<file path="src/rtl/uart_pkg.sv">
// Shared constants for the UART frame controller: header byte, error codes
// and the frame-parser state encoding.
package uart_pkg;

    localparam logic [7:0] FRAME_HDR = 8'h55;

    localparam logic [1:0] ERR_NONE = 2'd0;
    localparam logic [1:0] ERR_LEN  = 2'd1;
    localparam logic [1:0] ERR_CHK  = 2'd2;
    localparam logic [1:0] ERR_TO   = 2'd3;

    typedef enum logic [2:0] {
        ST_IDLE = 3'd0,
        ST_CMD  = 3'd1,
        ST_LEN  = 3'd2,
        ST_DATA = 3'd3,
        ST_CHK  = 3'd4
    } frame_state_t;

endpackage

</file>
<file path="src/rtl/uart_byte_timer.sv">
// Inter-byte timeout counter: counts while enabled, clears on i_clr, flags
// expiry on the cycle the count reaches LIMIT-1 (a same-cycle clear wins).
module uart_byte_timer #(
    parameter int LIMIT = 75000
) (
    input  logic clk,
    input  logic rst,
    input  logic clr,
    input  logic en,
    output logic expire
);

    localparam int W = $clog2(LIMIT + 1);
    localparam logic [W-1:0] LAST = W'(LIMIT - 1);

    logic [W-1:0] r_cnt;

    always_ff @(posedge clk or posedge rst) begin
        if (rst) begin
            r_cnt <= '0;
        end else if (clr) begin
            r_cnt <= '0;
        end else if (en) begin
            r_cnt <= r_cnt + 1'b1;
        end
    end

    assign expire = en & ~clr & (r_cnt == LAST);

endmodule

</file>
<file path="src/rtl/uart_frame_ctrl.sv">
// Frame parser behind the UART receiver: 0x55, CMD, LEN, payload, XOR checksum.
// Buffers the payload and reports good frames or aborts to the command decoder.
module uart_frame_ctrl
    import uart_pkg::*;
#(
    parameter int CLK_FREQ     = 36000000,
    parameter int UART_BPS     = 9600,
    parameter int MAX_LEN      = 16,
    parameter int TIMEOUT_BITS = 20
) (
    input  logic                         clk,
    input  logic                         rst,
    input  logic                         byte_valid,
    input  logic [7:0]                   byte_data,
    output logic                         frame_valid,
    output logic [7:0]                   frame_cmd,
    output logic [$clog2(MAX_LEN+1)-1:0] frame_len,
    input  logic [$clog2(MAX_LEN)-1:0]   rd_addr,
    output logic [7:0]                   rd_data,
    output logic                         frame_err,
    output logic [1:0]                   err_code,
    output logic                         busy,
    output logic [2:0]                   dbg_state
);

    localparam int LW      = $clog2(MAX_LEN + 1);
    localparam int AW      = $clog2(MAX_LEN);
    localparam int BPS_CNT = CLK_FREQ / UART_BPS;

    frame_state_t   r_state;
    logic           r_bv_d;
    logic [7:0]     r_cmd;
    logic [LW-1:0]  r_len;
    logic [AW-1:0]  r_idx;
    logic [7:0]     r_chk;
    logic           r_frame_valid;
    logic           r_frame_err;
    logic [7:0]     r_frame_cmd;
    logic [LW-1:0]  r_frame_len;
    logic [1:0]     r_err_code;
    logic [7:0]     r_rd_data;
    logic [7:0]     r_buf [MAX_LEN];
    logic           w_stb;
    logic           w_expire;

    // The receiver's done flag can stay high for many cycles; only its rising edge is a byte.
    assign w_stb = byte_valid & ~r_bv_d;

    uart_byte_timer #(
        .LIMIT (TIMEOUT_BITS * BPS_CNT)
    ) u_timer (
        .clk    (clk),
        .rst    (rst),
        .clr    (w_stb | (r_state == ST_IDLE)),
        .en     (r_state != ST_IDLE),
        .expire (w_expire)
    );

    always_ff @(posedge clk or posedge rst) begin
        if (rst) begin
            r_state       <= ST_IDLE;
            r_bv_d        <= 1'b0;
            r_cmd         <= '0;
            r_len         <= '0;
            r_idx         <= '0;
            r_chk         <= '0;
            r_frame_valid <= 1'b0;
            r_frame_err   <= 1'b0;
            r_frame_cmd   <= '0;
            r_frame_len   <= '0;
            r_err_code    <= ERR_NONE;
        end else begin
            r_bv_d        <= byte_valid;
            r_frame_valid <= 1'b0;
            r_frame_err   <= 1'b0;
            if (w_stb) begin
                case (r_state)
                    ST_IDLE: begin
                        if (byte_data == FRAME_HDR) r_state <= ST_CMD;
                    end
                    ST_CMD: begin
                        r_cmd   <= byte_data;
                        r_chk   <= byte_data;
                        r_state <= ST_LEN;
                    end
                    ST_LEN: begin
                        if (byte_data > 8'(MAX_LEN)) begin
                            r_frame_err <= 1'b1;
                            r_err_code  <= ERR_LEN;
                            r_state     <= ST_IDLE;
                        end else begin
                            r_len   <= byte_data[LW-1:0];
                            r_chk   <= r_chk ^ byte_data;
                            r_idx   <= '0;
                            r_state <= (byte_data == 8'd0) ? ST_CHK : ST_DATA;
                        end
                    end
                    ST_DATA: begin
                        r_chk <= r_chk ^ byte_data;
                        r_idx <= r_idx + 1'b1;
                        if (LW'(r_idx) == r_len - LW'(1)) r_state <= ST_CHK;
                    end
                    ST_CHK: begin
                        if (byte_data == r_chk) begin
                            r_frame_valid <= 1'b1;
                            r_frame_cmd   <= r_cmd;
                            r_frame_len   <= r_len;
                        end else begin
                            r_frame_err <= 1'b1;
                            r_err_code  <= ERR_CHK;
                        end
                        r_state <= ST_IDLE;
                    end
                    default: r_state <= ST_IDLE;
                endcase
            end else if (w_expire) begin
                r_frame_err <= 1'b1;
                r_err_code  <= ERR_TO;
                r_state     <= ST_IDLE;
            end
        end
    end

    // Payload storage is not reset; a new frame simply overwrites it.
    always_ff @(posedge clk) begin
        if (w_stb && (r_state == ST_DATA)) r_buf[r_idx] <= byte_data;
    end

    always_ff @(posedge clk or posedge rst) begin
        if (rst) r_rd_data <= '0;
        else     r_rd_data <= r_buf[rd_addr];
    end

    assign frame_valid = r_frame_valid;
    assign frame_err   = r_frame_err;
    assign frame_cmd   = r_frame_cmd;
    assign frame_len   = r_frame_len;
    assign err_code    = r_err_code;
    assign rd_data     = r_rd_data;
    assign busy        = (r_state != ST_IDLE);
    assign dbg_state   = r_state;

endmodule

</file>
<file path="config.mk">
export PLATFORM = sky130hd
export DESIGN_NAME = uart_frame_ctrl
export DESIGN_NICKNAME = d
export VERILOG_FILES = /design/src/rtl/uart_pkg.sv /design/src/rtl/uart_byte_timer.sv /design/src/rtl/uart_frame_ctrl.sv
export SDC_FILE = /design/constraint.sdc
export NUM_CORES = 1
export LEC_CHECK = 0
export BUFFER_PORTS_ARGS = -buffer_cell sky130_fd_sc_hd__buf_2
export CAP_MARGIN = 0
export CORE_ASPECT_RATIO = 1.2
export CORE_MARGIN = 2
export CORE_UTILIZATION = 60
export CTS_BUF_LIST = sky130_fd_sc_hd__clkbuf_16
export DETAILED_ROUTE_END_ITERATION = 10
export GPL_TIMING_DRIVEN = 0
export PLACE_DENSITY = 0.78
export SYNTH_ARGS = -nofsm -noshare
export SYNTH_HDL_FRONTEND = slang
export SYNTH_SLANG_ARGS = --single-unit
</file>
<file path="constraint.sdc">
create_clock -name clk -period 3.1 [get_ports clk]
set_input_delay 0.31 -clock clk [delete_from_list [all_inputs] [get_ports clk]]
set_output_delay 0.31 -clock clk [all_outputs]
set_load 0.05 [all_outputs]
</file>
### Word level (Yosys, flattened, before mapping)

Memories as Yosys holds them, arrays and structs flattened. A register that Yosys moved wholly into a read port is not among the register bits.
Index checks and enable logic that the tools add are counted.

| storage, ports and cells | value |
|---|---|
| bits in registers | 63 |
| RAM bits | 128 |
| bits of input ports | 15 |
| output and inout bits | 29 |
| memories kept | 1 |

| operators by class | value |
|---|---|
| add/sub/neg operators | 3 |
| $lt $le $gt $ge | 1 |
| eq/ne operators | 14 |
| multiplexer cells | 28 |
| bitwise logic cells | 8 |
| reduce and logical (&&, ||, !) cells | 15 |

Memory list:

| name | words | width | read ports | clocked after Yosys merged registers in | wr ports | line | text |
|---|---|---|---|---|---|---|---|
| r_buf | 16 | 8 | 1 | 1 | 1 | uart_frame_ctrl.sv:42 | `logic [7:0] r_buf [MAX_LEN];` |

Operators with widths:

| kind | number |
|---|---|
| $mux 17 | 2 |
| $pmux 8 s3 | 1 |
| $mux 3 | 6 |
| $add 17x1->17 const B | 1 |
| $eq 17x17->1 const B | 1 |
| $reduce_and 3->1 | 5 |
| $pmux 3 s4 | 1 |
| $mux 1 | 9 |
| $ne 3x3->1 const B | 3 |
| $eq 8x7->1 const B | 1 |
| $eq 8x8->1 | 1 |
| $gt 8x5->1 const B | 1 |
| $logic_not 8->1 | 1 |
| $mux 2 | 4 |
| $mux 8 | 1 |
| $pmux 4 s2 | 1 |
| $xor 8x8->8 | 1 |
| $eq 3x2->1 const B | 2 |
| $reduce_bool 2->1 | 3 |
| $reduce_bool 3->1 | 2 |
| $eq 4x5->1 | 1 |
| $sub 5x1->5 const B | 1 |
| $add 4x1->4 const B | 1 |
| $mux 4 | 1 |
| other kinds (14) | 18 |

### Logic depth before layout (Yosys ltp)

Gate-level depths: netlist of the first run.

| logic depth | value |
|---|---|
| word-level depth | 8 |
| gate-level depth with buffers | 7 |
| gate-level depth less buffers | 6 |

### Hierarchy

A second synthesis of the first run with hierarchy kept.

| second synthesis, totals | value |
|---|---|
| cells, all modules | 510 |
| area, all modules | 8,438.1 um^2 |

By module, submodules not included:

| module | times used | cells an instance | area each (um^2) |
|---|---|---|---|
| uart_frame_ctrl | 1 | 419 | 7,528.5 |
| uart_byte_timer | 1 | 91 | 909.6 |

### Worst setup path after synthesis of the first run

OpenSTA, ideal clock, no wires.

| path | value |
|---|---|
| kind | reg2reg |
| start point | reg r_state[0], in the netlist dbg_state[0] |
| end point | mem r_buf[0][0] (enable) |
| library setup time | 0.395 ns |
| data arrival time | 2.218 ns |
| data required time | 2.705 ns |
| slack | 0.488 ns |
| stages on the path, launching flop included | 5 |
| buffers on the path | 1 |
| path through | dfrtp_1 > buf_2 > nor2b_1 > nand3_1 > nor4_1 |

| between the ends | value |
|---|---|
| longest elaborated chain between the ends | 4 |

RTL lines:

| what | line | text |
|---|---|---|
| start, declared | uart_frame_ctrl.sv:30 | `frame_state_t r_state;` |
| start signal, assigned | uart_frame_ctrl.sv:95 | `r_state <= (byte_data == 8'd0) ? ST_CHK : ST_DATA;` |
| $eq 3x2->1 | uart_frame_ctrl.sv:126 | `if (w_stb && (r_state == ST_DATA)) r_buf[r_idx] <= byte_data;` |
| $logic_and 1x1->1 | uart_frame_ctrl.sv:126 |  |
| $mux 1 | uart_frame_ctrl.sv:126 |  |
| $mux 1 (not written as such) | uart_frame_ctrl.sv:126 |  |
| end, declared | uart_frame_ctrl.sv:42 |  |

No other way between the ends.

### Worst setup path in the final report of the first run

| path | value |
|---|---|
| start point | reg r_state[0], in the netlist dbg_state[0] |
| end point | mem r_buf[3][6] (enable) |

Same word-level chain as after synthesis.

==> flow_summary.yaml, run 1 <==
logic_synthesis:
  synth_fp_nets: 520
  ys_seq_area_frac: 0.684
  synth.avg_cell_area_um2: 16.5
  ys_warn_count: 0
  netlist_area_um2: 8220
  synth_edf_count: 128
  async_flop_share: 0.357
  synth_xor_area_frac: 0.0309
  synth_top_family_by_area: "multiplexers"
  synth_fa_ha_area_frac: 0.00913
  ys_ff_latch: 199
  yosysUniqueCellTypes: 47
  ys.flop_type: "edfxtp_1"
  synthMuxAreaShare: 0.144
  synth_compound_area_frac: 0.0344
  yosys.area_share.simple: 0.0787
  syn_inst: 499
timing:
  fin_crit_sh: 0.868
  worst_slack_ps: 410
  layout_min_cycle_time_ps: 2690
  holdWs_ps: 50.2
  rsz0062_at_grt: "false"
  max_freq_mhz: 372
  finalSetupTns_ps: 0
  setup_viol: 0
  worst_pin_slew_ps: 1260
  hold_viol: 0
  clock_skew_ps: 8.42
  slew_headroom: 0.156
  slew_viol_final: 0
clocking:
  cts_setup_buffers: 0
  cts_resized: 0
  cts_root_buf: "clkbuf_16"
  cts-buffers-inserted: 17
  cts.sinks: 199
  htreeDepth: 4
  cts_tree: "yes"
  clkTransAtPathRegs_ps: 70
  clk_latency_ps: 430
  cts_hold_buf: 1
  cts_buffer_depth: 2
route:
  vias_per_cell: 6.16
  wl_um: 16000
  drtPass1Iterations: 5
  postRouteAntennaNets: 0
  routedWlPerCell_um: 21.6
  route.vias.total: 4573
  drc: 0
  first_iter_violations: 278
critical_path:
  critPathLaunchType: "flip-flop"
  r2r_end: "r_buf[3][6]"
  cp.arrival_ps: 2740
  crit_chain: "buf_2 > nor2b_1 > nand3_1 > nor3_1"
  slowest_stage: "nor3_1"
  cp.required_ps: 3150
  critPathMaxFanout: 10
  slowest_delay_ps: 1080
  crit_type: "flip-flop to flip-flop"
  r2r_cells: 4
  reg2reg_from: "dbg_state[0]"
  cp-end-kind: "flip-flop"
  ff2ff_setup_slack_ps: 410
final_layout:
  final_layout_size_suffix_gt1_frac: 0.275
  syn_to_final_growth_pct: 12.9
  multi_input_area_um2: 2460
  fill_cells: 882
  final-seq-area_um2: 5620
  fin_util: 0.698
  final_cell_mix: "edfxtp_1 (128), dfrtp_1 (71), buf_2 (48), mux4_2 (40), nor2_1 (31)"
  mostFrequentLayoutCell: "edfxtp_1"
  nets: 582
  num_antenna_cells: 0
placed_design:
  hpwl_um: 10500
  dp_slack_ps: 394
  gp_congestion: 0.850
  io_buffers: 40
global_routing:
  overflow: 0
  grtUsageTotal: 0.233
  grt_pass1_vias: 4699
  antenna_found_initial: 0
  grt_max_degree: 72
  grt_pass1_wl_um: 25400
power_and_ir_drop:
  power_density_nw_per_um2: 703
  seqPwrFrac: 0.490
  comb_power_share: 0.169
  p_int_w: 0.00470
  leakage_nw: 3.46
  design_power_total_w: 0.00653
  peakVddDrop_v: 0.000693
  clkPwrFrac: 0.341
  power_switching_w: 0.00183
  swShare: 0.280
floorplanning:
  fp.coreArea_um2: 13300
  start_util: 0.618
  die_h_um: 132
  die-area_um2: 14700
  num_rows: 46
  die_x_um: 111
  io_pins: 44
hold_path:
  hold_path_class: "primary input to async pin"
run_status:
  status: "finished, final reports clean"
job:
  max_cap_viol_count: 0
==> registers in the layout, indices dropped and copies added (netlist names) <==
| name | cells |
|---|---|
| dbg_state | 3 |
| rd_data | 8 |
| r_buf | 128 |
| frame_err | 1 |
| r_len | 5 |
| frame_len | 5 |
| r_cmd | 8 |
| r_bv_d | 1 |
| r_chk | 8 |
| err_code | 2 |
| u_timer.r_cnt | 17 |
| frame_valid | 1 |
| r_idx | 4 |
| frame_cmd | 8 |
==> Yosys cell counts, drive strengths merged (2+ instances only) <==
| library cell | number | area (µm²) |
|---|---|---|
| and3 | 5 | 31.3 |
| mux4 | 40 | 901 |
| nand2 | 27 | 101 |
| nand2b | 11 | 68.8 |
| a31oi | 10 | 62.6 |
| inv | 12 | 45.0 |
| nor2 | 31 | 116 |
| dfrtp | 71 | 1780 |
| ha | 6 | 75.1 |
| nand3 | 11 | 55.1 |
| a21oi | 12 | 60.1 |
| or3 | 2 | 12.5 |
| buf | 13 | 77.6 |
| mux2 | 24 | 270 |
| edfxtp | 128 | 3840 |
| nor2b | 3 | 18.8 |
| o41ai | 2 | 36.3 |
| clkbuf | 10 | 37.5 |
| nor4 | 8 | 56.3 |
| xnor2 | 9 | 78.8 |
| nand4 | 6 | 37.5 |
| o21ai | 7 | 35.0 |
| nor3 | 11 | 65.1 |
| or4 | 3 | 22.5 |
| and4 | 2 | 17.5 |
| xor2 | 20 | 175 |
==> power groups by stage <==
stage	sequential [W]	clock, W	combinational (W)
after CTS	0.00320	0.00226	0.00110
after global routing	0.00323	0.00235	0.00121
after floorplan	0.00336	0	0.000691
final	0.00320	0.00223	0.00110
after detailed placement	0.00325	0	0.00110
after global placement	0.00324	0	0.00106
==> metrics by stage <==
stage	std cells	cell area [µm²]
final	742	9280
after floorplan	499	8220
after detailed placement	708	8660
after global routing	742	9280
after global placement	707	8630
after CTS	741	9270
==> layer usage <==
metal | part of all wire | up-vias | global-route usage
met4 | 0.027 | 0 | 0.0958
met3 | 0.053 | 37 | 0.0506
met2 | 0.53 | 158 | 0.393
met5 | 0 | - | 0
li1 | - | 2040 | -
met1 | 0.39 | 2338 | 0.296
==> kinds of logic (layout without fill, tap and decap cells) <==
logic type / after synthesis / in the layout
AOI/OAI and AO/OA: 40 / 40
xor gates and xnor gates: 29 / 29
adders and majority gates: 6 / 6
buffers and inverters: 35 / 110
DFF: 199 / 199
muxes: 65 / 65
and+or+nand+nor: 125 / 125
==> how the worst max path moves through the flow <==
stage                  end  slack (ps)         start
2_1_floorplan  r_buf[0][0]         490  dbg_state[0]
3_3_place_gp   r_buf[1][6]         110  dbg_state[0]
3_5_place_dp   r_buf[3][5]         390  dbg_state[0]
4_1_cts        r_buf[9][2]         400    byte_valid
5_1_grt        r_buf[3][0]         140  dbg_state[2]
6_report       r_buf[3][6]         410  dbg_state[0]
==> cell type report <==
class                           instances  area share
Sequential cell                       199       0.605
Multi-Input combinational cell        265       0.265
Clock buffer                           17      0.0458
Timing Repair Buffer                   43      0.0243
Tap cell                              168      0.0226
Clock inverter                         15      0.0190
Buffer                                 23      0.0124
Inverter                               12     0.00512
==> critical path, delay by kind of cell (launching register included) <==
family / cells / cell delay, ps
and+or+nand+nor: 3 / 1700
buffers and inverters: 1 / 240
DFF: 1 / 370
Note: power is estimated with default switching activity, not from simulation.
==> inputs of run 2 (changes only) <==
--- a/config.mk
+++ b/config.mk
@@ -13,7 +13,7 @@
 export CTS_BUF_LIST = sky130_fd_sc_hd__clkbuf_16
 export DETAILED_ROUTE_END_ITERATION = 10
 export GPL_TIMING_DRIVEN = 0
-export PLACE_DENSITY = 0.78
+export PLACE_DENSITY = 0.9
 export SYNTH_ARGS = -nofsm -noshare
 export SYNTH_HDL_FRONTEND = slang
 export SYNTH_SLANG_ARGS = --single-unit
==> run 2 against run 1 <==
Fmax grew 2.3%; wire length grew 7.9%; largest cell class unchanged; total power shrank 0.46%; critical endpoint is now r_buf[10][1]; sequential power is essentially flat; first-iteration DRC count grew 64%; critical path type is now primary input to flip-flop; count of clock-buffer cells in the layout is the same; setup slack gained 61 ps; clock skew grew 1.7 ps.
==> flow_summary.yaml, run 2 (synthesis results as in run 1) <==
timing:
  layout_min_cycle_time_ps: 2630
  fin_crit_sh: 0.848
  finalSetupTns_ps: 0
  worst_pin_slew_ps: 1230
  rsz0062_at_grt: "false"
  max_freq_mhz: 380
  slew_headroom: 0.171
  slew_viol_final: 0
  clock_skew_ps: 10.1
  hold_viol: 0
  setup_viol: 0
  holdWs_ps: 70.7
placed_design:
  hpwl_um: 11200
  io_buffers: 40
  gp_congestion: 0.834
global_routing:
  grt_pass1_vias: 4769
  grt_pass1_wl_um: 27000
  antenna_found_initial: 0
  overflow: 0
  grt_max_degree: 72
  grtUsageTotal: 0.247
critical_path:
  critPathTopFamily: "simple AND/OR/NAND/NOR gates"
  reg2reg_from: "dbg_state[0]"
  cp.arrival_ps: 2680
  r2r_cells: 5
  critPathMaxFanout: 8
  cp.required_ps: 3150
  critPathLaunchType: "primary input"
  slowest_delay_ps: 970
  ff2ff_setup_slack_ps: 600
  slowest_stage: "nor3_1"
  r2r_end: "r_buf[5][4]"
  crit_chain: "dlygate4sd3_1 > buf_2 > nor2b_1 > nand2_1 > nor2_1 > nand2_1 > nor3_1"
  cpMostUsedCell: "nand2_1"
  crit_type: "primary input to flip-flop"
  cp-end-kind: "flip-flop"
  path_buf_inv: 2
floorplanning:
  start_util: 0.618
  die_h_um: 132
  fp.coreArea_um2: 13300
  num_rows: 46
  die-area_um2: 14700
  io_pins: 44
  die_x_um: 111
final_layout:
  top_regs: "r_buf x128, u_timer.r_cnt x17"
  fin_util: 0.697
  final_layout_size_suffix_gt1_frac: 0.277
  nets: 583
  final_cell_mix: "edfxtp_1 (128), dfrtp_1 (71), buf_2 (48), mux4_2 (40), nor2_1 (31)"
  mostFrequentLayoutCell: "edfxtp_1"
  num_antenna_cells: 0
  largest_reg_flops: 128
  syn_to_final_growth_pct: 12.7
  top_register: "r_buf"
route:
  drc: 0
  first_iter_violations: 455
  drtPass1Iterations: 5
  route.vias.total: 4639
  vias_per_cell: 6.25
  wl_um: 17300
  postRouteAntennaNets: 0
  routedWlPerCell_um: 23.3
job:
  max_cap_viol_count: 0
clocking:
  cts-buffers-inserted: 17
  cts_buffer_depth: 2
  cts_root_buf: "clkbuf_16"
  clkTransAtPathRegs_ps: 60
  htreeDepth: 4
  cts_tree: "yes"
  clk_latency_ps: 440
  cts.sinks: 199
  cts_setup_buffers: 0
  cts_resized: 0
  cts_hold_buf: 0
run_status:
  status: "finished, final reports clean"
power_and_ir_drop:
  leakage_nw: 3.45
  peakVddDrop_v: 0.000537
  power_density_nw_per_um2: 701
  design_power_total_w: 0.00650
hold_path:
  hold_path_class: "primary input to async pin"
## run 2: stage by stage
step | worst slack, ps | std cells | instance area [µm²]
floorplan | 488 | 499 | 8220
finish | 471 | 742 | 9270
CTS | 249 | 741 | 9250
global placement | 116 | 707 | 8630
detailed placement | 274 | 710 | 8670
global route | 317 | 742 | 9270
## run 2: layer usage
metal  share of wire  global-route usage
met5               0                   0
met4           0.021              0.0889
met3           0.050              0.0464
met2            0.53               0.425
met1            0.40               0.318
## run 2: power breakdown
group          switching [W]  leakage, nW  internal [W]
registers           0.000178         2.06       0.00303
logic               0.000723         1.12      0.000400
clock network       0.000976        0.270       0.00119
## run 2: worst max-delay path by stage
stage	startpoint	to	slack (ps)	cells after the start
6_report	byte_valid	r_buf[10][1]	470	7
3_3_place_gp	dbg_state[0]	r_buf[0][1]	120	4
5_1_grt	byte_valid	r_buf[10][1]	320	7
4_1_cts	dbg_state[0]	r_buf[3][2]	250	4
3_5_place_dp	dbg_state[0]	r_buf[3][1]	270	4
2_1_floorplan	dbg_state[0]	r_buf[0][0]	490	4
## run 2: final cells by class
cell class / count / area [µm²]
clock inverters: 14 / 150
plain buffers: 23 / 115
inverters: 12 / 47.5
flip-flops and latches: 199 / 5620
fillers: 813 / 4030
well taps: 168 / 210
repair buffers: 44 / 233
multi-input cells: 265 / 2460
clock buffers: 17 / 425
## run 2: worst reg2reg max path, cell delays in order, from the launching register on
cell	delay [ps]
dfrtp_1	390
buf_2	250
nor2b_1	320
nand3_1	350
nor2_1	300
and3_1	520
==> inputs of run 3 (changes only) <==
--- a/config.mk
+++ b/config.mk
@@ -5,15 +5,16 @@
 export SDC_FILE = /design/constraint.sdc
 export NUM_CORES = 1
 export LEC_CHECK = 0
+export ABC_AREA = 1
 export BUFFER_PORTS_ARGS = -buffer_cell sky130_fd_sc_hd__buf_2
 export CAP_MARGIN = 0
 export CORE_ASPECT_RATIO = 1.2
 export CORE_MARGIN = 2
-export CORE_UTILIZATION = 60
+export CORE_UTILIZATION = 55
 export CTS_BUF_LIST = sky130_fd_sc_hd__clkbuf_16
 export DETAILED_ROUTE_END_ITERATION = 10
 export GPL_TIMING_DRIVEN = 0
-export PLACE_DENSITY = 0.9
+export PLACE_DENSITY = 0.88
 export SYNTH_ARGS = -nofsm -noshare
 export SYNTH_HDL_FRONTEND = slang
 export SYNTH_SLANG_ARGS = --single-unit
==> constraint.sdc (replaced) <==
create_clock -name clk -period 2.36 [get_ports clk]
set_input_delay 0.236 -clock clk [delete_from_list [all_inputs] [get_ports clk]]
set_output_delay 0.236 -clock clk [all_outputs]
set_load 0.05 [all_outputs]
==> run 3 against run 2 <==
The flow now finishes with violations (negative hold slack, negative setup slack); total power increased by 29%; worst hold slack got worse by 88 ps; synthesized cell count grew 64%; setup slack lost 540 ps; non-clock buffer count up 4; global-route usage decreased by 0.28 points; count of clock-buffer cells in the layout up 1; via count grew 32%; die area increased by 13%; register-to-register slack worse by 670 ps; utilization fell by 6.0 points; final cell count up 47%; critical endpoint is now r_buf[0][2]; largest cell class unchanged.
==> flow_summary.yaml, run 3 <==
timing:
  max_freq_mhz: 412
  holdWs_ps: -17.4
  worst_pin_slew_ps: 888
  rsz0062_at_grt: "true"
  layout_min_cycle_time_ps: 2430
  slew_headroom: 0.406
  slew_viol_final: 0
  setup_viol: 24
  worst_slack_ps: -66.4
  clock_skew_ps: 8.37
  hold_viol: 32
  fin_crit_sh: 1.03
final_layout:
  top_regs: "r_buf x128, u_timer.r_cnt x17"
  num_antenna_cells: 0
  largest_reg_flops: 128
  top_register: "r_buf"
  final_area_um2: 9610
  syn_to_final_growth_pct: 12.2
  mostFrequentLayoutCell: "nand2_1"
  final_cell_mix: "nand2_1 (152), nor2_1 (143), edfxtp_1 (128), o21ai_0 (99), dfrtp_1 (71)"
  nets: 898
  fill_cells: 1147
  fin_util: 0.637
  final_layout_size_suffix_gt1_frac: 0.138
  fin_cells: 1094
clocking:
  clk_latency_ps: 440
  clkTransAtPathRegs_ps: 70
  htreeDepth: 4
  cts_buffer_depth: 2
  cts-buffers-inserted: 17
  cts_tree: "yes"
  cts_root_buf: "clkbuf_16"
  cts.sinks: 199
global_routing:
  grtUsageTotal: 0.244
  grt_max_degree: 72
  grt_pass1_vias: 6160
  met1_usage: 0.298
  grtUsageMet3: 0.0453
  antenna_found_initial: 0
  overflow: 0
  met2_usage: 0.410
  grt_pass1_wl_um: 31100
  top_usage_layer: "met2"
logic_synthesis:
  ys_seq_area_frac: 0.657
  ys.flop_type: "edfxtp_1"
  synth.avg_cell_area_um2: 10.5
  ys_top_cells_by_area: "edfxtp_1 (45%), dfrtp_1 (21%), nand2_1 (6.7%), nor2_1 (6.6%), o21ai_0 (5.8%)"
  yosysTopAreaCell: "edfxtp_1"
  netlist_area_um2: 8560
  synth_edf_count: 128
  async_flop_share: 0.357
  synth_fp_nets: 838
  syn_inst: 817
  synth_commonest_cells: "nand2_1 (152), nor2_1 (150), edfxtp_1 (128)"
  ys_warn_count: 0
  yosys.area.top_type_share: 0.449
  yosysMostFrequentCell: "nand2_1"
  yosysUniqueCellTypes: 39
  ys_ff_latch: 199
route:
  drtPass1Iterations: 8
  route.vias.total: 6143
  routedWlPerCell_um: 17.4
  vias_per_cell: 5.62
  postRouteAntennaNets: 0
  drc: 0
  wl_um: 19000
  first_iter_violations: 623
floorplanning:
  die_x_um: 118
  io_pins: 44
  fp.coreArea_um2: 15100
  num_rows: 49
  die-area_um2: 16600
  start_util: 0.568
  die_h_um: 141
critical_path:
  crit_path_start: "dbg_state[0]"
  critPathLaunchType: "flip-flop"
  crit_type: "flip-flop to flip-flop"
  cp-end-kind: "flip-flop"
  critPathMaxFanout: 8
  reg2reg_from: "dbg_state[0]"
  cp.arrival_ps: 2490
  cp.required_ps: 2420
hold_path:
  hold_path_class: "primary input to async pin"
placed_design:
  io_buffers: 40
  place_area_um2: 9020
  gp_congestion: 0.963
  dp.cells: 1061
  hpwl_um: 12700
power_and_ir_drop:
  power_density_nw_per_um2: 872
  peakVddDrop_v: 0.000721
  design_power_total_w: 0.00838
  leakage_nw: 3.78
run_status:
  violations: "negative hold slack, negative setup slack"
  status: "complete, but fails checks"
job:
  max_cap_viol_count: 0
==> run 3: area by class of cell <==
cell class	count	area, µm²	area share
Buffer	30	140	0.0146
Clock buffer	18	450	0.0469
Clock inverter	14	113	0.0117
Inverter	46	175	0.0182
Multi-Input combinational cell	542	2650	0.275
Sequential cell	199	5620	0.585
Tap cell	204	255	0.0266
Timing Repair Buffer	41	210	0.0219
==> run 3: routing by layer <==
layer  part of all wire  routed length, µm
met1               0.39               7490
met2               0.50               9430
met3              0.066               1260
met4              0.044                840
met5                  0                  0
==> run 3: cells by family (layout without fill, tap and decap cells) <==
group | Yosys count | count (layout) | share of synthesized area
buffers and inverters | 76 | 149 | 0.0365
XOR/XNOR | 12 | 12 | 0.0123
AND/OR/NAND/NOR | 358 | 358 | 0.173
adder cells (fa/ha/maj) | 6 | 6 | 0.00877
AO/OA/AOI/OAI | 165 | 165 | 0.112
flip-flops | 199 | 199 | 0.657
multiplexers | 1 | 1 | 0.00132
==> run 3: path summary, 6_finish.rpt <==
kind / to / slack [ps] / cells after the start
setup reg to reg: r_buf[0][2] / -70 / 6
hold / removal: dbg_state[2] / -20 / 2
hold reg to reg: frame_cmd[4] / 470 / 2
setup / recovery: r_buf[0][2] / -70 / 6
min in group clk: rd_data[7] / 230 / 3
max in group asynchronous: rd_data[1] / 1820 / 2
==> run 3: report_power, final <==
| group | switching (W) | internal, W |
|---|---|---|
| clock network | 0.00130 | 0.00144 |
| logic | 0.00105 | 0.000435 |
| registers | 0.000195 | 0.00396 |
| total | 0.00255 | 0.00583 |
==> run 3: timing repair <==
item,CTS,global route
hold endpoints to repair,1,0
gates resized for setup,0,7
buffers inserted,0,0
hold buffers,1,0
setup endpoints to repair,0,100
==> run 3: critical path, cell delays in order (launching register included) <==
cell and delay, ps:
dfrtp_1 530, inv_2 60, nor2_2 160, nand2_1 170
nor2_2 220, nand2_1 210, nor2_1 700
==> run 3: per-stage QoR <==
step,setup TNS (ps),setup slack [ps]
3_3_place_gp,-35500,-505
5_1_grt,-6380,-147
6_report,-1070,-66.4
2_1_floorplan,0,277
3_5_place_dp,0,47.4
4_1_cts,0,0.849
